`config.mk`:
```
export PLATFORM = sky130hd
export DESIGN_NAME = spike_pkt_framer
export DESIGN_NICKNAME = d
export VERILOG_FILES = /design/src/rtl/spike_pkt_framer.sv
export SDC_FILE = /design/constraint.sdc
export NUM_CORES = 1
export LEC_CHECK = 0
export CAP_MARGIN = 30
export CORE_MARGIN = 2
export CORE_UTILIZATION = 58
export CTS_CLUSTER_SIZE = 30
export DETAILED_ROUTE_END_ITERATION = 7
export PLACE_DENSITY = 0.91
export SETUP_SLACK_MARGIN = 0.1
export SYNTH_ARGS = -nofsm -noshare
export SYNTH_HDL_FRONTEND = slang
export SYNTH_SLANG_ARGS = --single-unit
```
`constraint.sdc`:
```
create_clock -name clk -period 6.7 [get_ports clk]
set_clock_uncertainty 0.05 [all_clocks]
set_input_delay 1.34 -clock clk [delete_from_list [all_inputs] [get_ports clk]]
set_output_delay 1.34 -clock clk [all_outputs]
set_load 0.03 [all_outputs]
```
`src/rtl/spike_pkt_framer.sv`:
```
// Write-side packet framer: emits SOF, LEN, payload, CHK, EOF into a 16-bit FIFO
// under fifo_full back-pressure, flagging payload/length mismatches.
module spike_pkt_framer #(
  parameter int unsigned        WIDTH     = 16,
  parameter int unsigned        LEN_WIDTH = 10,
  parameter logic [WIDTH-1:0]   SOF_WORD  = 16'hFAF1,
  parameter logic [WIDTH-1:0]   EOF_WORD  = 16'hF1FA
) (
  input  logic                 clk,
  input  logic                 rstn,
  input  logic                 start_valid,
  output logic                 start_ready,
  input  logic [LEN_WIDTH-1:0] pkt_len,
  input  logic                 in_valid,
  output logic                 in_ready,
  input  logic [WIDTH-1:0]     in_data,
  input  logic                 in_last,
  output logic                 fifo_wr_en,
  output logic [WIDTH-1:0]     fifo_wr_data,
  input  logic                 fifo_full,
  output logic                 len_err,
  output logic [15:0]          frame_cnt
);

  typedef enum logic [2:0] {
    ST_IDLE,
    ST_SOF,
    ST_LEN,
    ST_PAYLOAD,
    ST_CHK,
    ST_EOF
  } state_t;

  state_t               r_state;
  logic [LEN_WIDTH-1:0] r_len;
  logic [LEN_WIDTH-1:0] r_cnt;
  logic [WIDTH-1:0]     r_csum;
  logic [15:0]          r_frame_cnt;
  logic                 r_len_err;

  logic                 w_accept;
  logic [LEN_WIDTH-1:0] w_cnt_nxt;
  logic                 w_at_len;
  logic                 w_term;

  assign w_accept  = (r_state == ST_PAYLOAD) && in_valid && !fifo_full;
  assign w_cnt_nxt = r_cnt + 1'b1;
  assign w_at_len  = (w_cnt_nxt == r_len);
  assign w_term    = in_last || w_at_len;

  always_ff @(posedge clk or negedge rstn) begin
    if (!rstn) begin
      r_state     <= ST_IDLE;
      r_len       <= '0;
      r_cnt       <= '0;
      r_csum      <= '0;
      r_frame_cnt <= '0;
      r_len_err   <= 1'b0;
    end else begin
      r_len_err <= 1'b0;
      case (r_state)
        ST_IDLE: begin
          if (start_valid) begin
            r_len   <= pkt_len;
            r_cnt   <= '0;
            r_csum  <= '0;
            r_state <= ST_SOF;
          end
        end
        ST_SOF: begin
          if (!fifo_full) r_state <= ST_LEN;
        end
        ST_LEN: begin
          if (!fifo_full) r_state <= (r_len != '0) ? ST_PAYLOAD : ST_CHK;
        end
        ST_PAYLOAD: begin
          if (w_accept) begin
            r_csum <= r_csum + in_data;
            r_cnt  <= w_cnt_nxt;
            if (w_term) begin
              r_state   <= ST_CHK;
              // word count never exceeds len, so a mismatch is exactly last XOR at-length
              r_len_err <= in_last ^ w_at_len;
            end
          end
        end
        ST_CHK: begin
          if (!fifo_full) r_state <= ST_EOF;
        end
        ST_EOF: begin
          if (!fifo_full) begin
            r_frame_cnt <= r_frame_cnt + 16'd1;
            r_state     <= ST_IDLE;
          end
        end
        default: r_state <= ST_IDLE;
      endcase
    end
  end

  always_comb begin
    fifo_wr_en   = 1'b0;
    fifo_wr_data = '0;
    case (r_state)
      ST_SOF: begin
        fifo_wr_en   = !fifo_full;
        fifo_wr_data = SOF_WORD;
      end
      ST_LEN: begin
        fifo_wr_en   = !fifo_full;
        fifo_wr_data = {{(WIDTH-LEN_WIDTH){1'b0}}, r_len};
      end
      ST_PAYLOAD: begin
        fifo_wr_en   = in_valid && !fifo_full;
        fifo_wr_data = in_data;
      end
      ST_CHK: begin
        fifo_wr_en   = !fifo_full;
        fifo_wr_data = r_csum;
      end
      ST_EOF: begin
        fifo_wr_en   = !fifo_full;
        fifo_wr_data = EOF_WORD;
      end
      default: begin
        fifo_wr_en   = 1'b0;
        fifo_wr_data = '0;
      end
    endcase
  end

  assign start_ready = (r_state == ST_IDLE);
  assign in_ready    = (r_state == ST_PAYLOAD) && !fifo_full;
  assign len_err     = r_len_err;
  assign frame_cnt   = r_frame_cnt;

endmodule

```
==> impl_metrics.tcl <==
set metrics [dict create \
    crit_path_max_fanout 24 \
    clock-root-buffer "clkbuf_8" \
    synth_edf_count 0 \
    dieWidth_um 85.3 \
    cap_violations 0 \
    start_kind "flip-flop" \
    worstHoldEndpoint "frame_cnt[15]" \
    cpPeakStageDelay_ps 880 \
    p_seq_share_pct 30.5 \
    fin_nets 552 \
    swShare_pct 48.2 \
    cp.arrival_ps 3130 \
    max_freq_mhz 221 \
    cts_tree "yes" \
    grt_pass1_vias 3600 \
    antenna_found_initial 1 \
    drcViolationCount 0 \
    critPathBufInv 2 \
    crit_family "flip-flops" \
    min_delay_path_depth 1 \
    min_from "frame_cnt[15]" \
    leakage_nw 1.97 \
    grt_pass1_wl_um 17100 \
    cts_inserted_buffers 5 \
    fp.dieArea_um2 7270 \
    synthArstFlopShare_pct 100 \
    clk_path_buf_depth 2 \
    reg2reg_to "r_state[2]" \
    cpMaxStageDelayCell "dfrtp_1" \
    power_frac_clock_pct 10.2 \
    insertion_delay_ps 320 \
    cts-hold-fix-buffers 0 \
    port-buffer-count 67 \
    ant_nets 0 \
    worst_pin_slew_ps 924 \
    rr_worst_depth 14 \
    hp-class "reg -> reg" \
    ys_seq_area_share_pct 36.6 \
    synth_top_area_share_pct 36.6 \
    clock_sink_count 56 \
    reg2reg_from "r_cnt[0]" \
    routedWlPerCell_um 17.1 \
    detailroute.via_count 3638 \
    rsz0062_at_grt "false" \
    syn-instance-count 442 \
    finalSetupViolations 0 \
    endpoint_kind "primary output" \
    drt_iter0_markers 343 \
    num_io_pins 68 \
    final_layout_size_suffix_gt1_share_pct 5.19 \
    core-area_um2 6390 \
    p_int_w 0.000991 \
    finalMaxSlewViolations 0 \
    dp_hpwl_um 7340 \
    combPwrFrac_pct 59.3 \
    syn_avg_cell_area_um2 8.66 \
    synth_nets 494 \
    synth.area.top_cells "dfrtp_1 37%, ha_1 6.2%, o21ai_0 6.0%, xnor2_1 5.5%, nand2_1 4.4%" \
    finalCritPeriodShare_pct 67.4 \
    grt_overflow_total 0 \
    power.density_nw_per_um2 413 \
    min_period_ps 4520 \
    p_sw_w 0.000923 \
    crit_path_cell_trace "inv_1 -> nor2_1 -> a22oi_1 -> o22ai_1 -> and2_1 -> clkdlybuf4s50_1" \
    synth-seq-cells 56 \
    gp_congestion 0.862 \
    postCtsResizedCells 0 \
    worstSetupPathType "reg -> out" \
    worstSetupStartpoint "r_state[1]" \
    ys_types 49 \
    timing.slew.headroom_pct 38.4 \
    synth_area_um2 3830 \
    drt_first_pass_iters 5 \
    synth_top_area_cell "dfrtp_1" \
    critPathRequiredTime_ps 5310 \
    synth-main-ff-cell "dfrtp_1" \
    viasPerCell 6.28 \
    grtUsageTotal_pct 29.2 \
    holdWs_ps 427 \
    synth_warnings 0 \
    r2r_slack_ps 3110 \
    die_h_um 85.3 \
    grt_start_max_net_pins 57 \
    post_cts_buffers 0 \
    wl_um 9870 \
    peakVddDrop_mv 0.367 \
    hold_violations 0 \
    htree_levels 2 \
    start_util_pct 60.0 \
    area_growth_syn_to_layout_pct 21.1 \
    std_cell_rows 29 \
    outcome "completed" \
    tns_ps 0 \
    fillers 466 \
    path_clk_slew_ps 110 \
]
==> per-layer routing <==
layer / wire length, um / global-route usage, % / vias up / part of all wire [%]
met3: 717 / 6.23 / 30 / 7.3
li1: - / - / 1698 / -
met1: 3990 / 36.4 / 1733 / 40
met2: 4890 / 49.3 / 177 / 50
met5: 0 / 0 / - / 0
met4: 274 / 11.8 / 0 / 2.8
==> power groups by stage <==
stage | sequential, W | combinational (W) | clock (W)
2_1_floorplan | 0.000531 | 0.000806 | 0
3_3_place_gp | 0.000574 | 0.00108 | 0
3_5_place_dp | 0.000581 | 0.00112 | 0
4_1_cts | 0.000576 | 0.00113 | 0.000198
5_1_grt | 0.000594 | 0.00124 | 0.000210
6_report | 0.000584 | 0.00114 | 0.000195
==> registers in the layout (all words and copies together) (netlist names) <==
register,cells
frame_cnt,16
len_err,1
r_cnt,10
r_csum,16
r_len,10
r_state,3
==> placed cells by master, fill, tap and decap left out, drive strengths merged, types with 3 or more instances in the layout <==
cell and count:
nand2b 9, mux2 11, buf 5, inv 6, o21ai 46, nand2 45, and3 8, mux2i 7
nor3 8, clkdlybuf4s50 66, xnor2 24, a21oi 26, and2 11, a31oi 4, nand3 19, a211oi 4
a21o 5, nor2b 4, o31ai 4, ha 19, nor2 40, dfrtp 56, o21a 3, a22oi 8
o22a 3, o22ai 6, clkbuf 5, o211ai 5, xor2 17
==> metrics by stage <==
stage | setup WS, ps | std cells | utilization, % | cell area (um^2) | total power, W
2_1_floorplan | 3220 | 442 | - | 3830 | 0.00134
3_3_place_gp | 2320 | 570 | 71.1 | 4540 | 0.00165
3_5_place_dp | 2300 | 570 | 71.1 | 4540 | 0.00170
4_1_cts | 2270 | 578 | 72.6 | 4630 | 0.00190
5_1_grt | 2100 | 578 | 72.6 | 4630 | 0.00205
6_report | 2180 | 579 | 72.6 | 4640 | 0.00191
==> synth_stat cells (all sizes together) (3+ instances only) <==
master / number
mux2i: 7
o31ai: 4
o21ai: 46
nor2: 40
a22oi: 8
a21o: 5
ha: 19
a211oi: 4
mux2: 11
nand2: 45
o22ai: 6
o211ai: 5
nor2b: 4
a31oi: 4
xnor2: 24
nand3: 19
nor3: 8
buf: 6
dfrtp: 56
and2: 11
a21oi: 26
xor2: 17
and3: 8
o21a: 3
clkbuf: 14
inv: 5
o22a: 3
nand2b: 9
==> cell type report <==
cell class / instances / area [um^2] / area share (%)
well taps: 77 / 96.3 / 2.08
clock buffers: 5 / 68.8 / 1.48
clock inverters: 3 / 22.5 / 0.486
flip-flops and latches: 56 / 1400 / 30.2
repair buffers: 71 / 696 / 15.0
multi-input cells: 361 / 2330 / 50.3
diodes: 1 / 2.50 / 0.0540
inverters: 5 / 18.8 / 0.405
==> worst register-to-register path: stages (launching register included) <==
cell and delay, ps:
dfrtp_1 430, ha_1 270, and3_1 210, and3_1 270, nand3_1 120, xor2_1 180
xnor2_1 120, or4_1 510, ha_1 240, nand2b_1 160, a21o_1 180, a21oi_1 120
o21ai_0 200, o21ai_0 260, o21ai_0 120
==> logic make-up after synthesis <==
family                     after synthesis  synth area share, %
and+or+nand+nor                        158                 20.0
AOI/OAI and AO/OA                      124                 19.7
DFF                                     56                 36.6
xor gates and xnor gates                41                 9.38
buffers and inverters                   25                 2.55
adders and majority gates               20                 6.73
muxes                                   18                 5.06
==> how the worst max path moves through the flow <==
stage | endpoint | depth (start not counted)
after floorplan | fifo_wr_data[11] | 2
after global placement | fifo_wr_data[9] | 5
after detailed placement | fifo_wr_data[8] | 5
after CTS | fifo_wr_data[7] | 6
after global routing | fifo_wr_data[7] | 6
final | fifo_wr_data[7] | 6
Power figures use the tool's default switching activity.
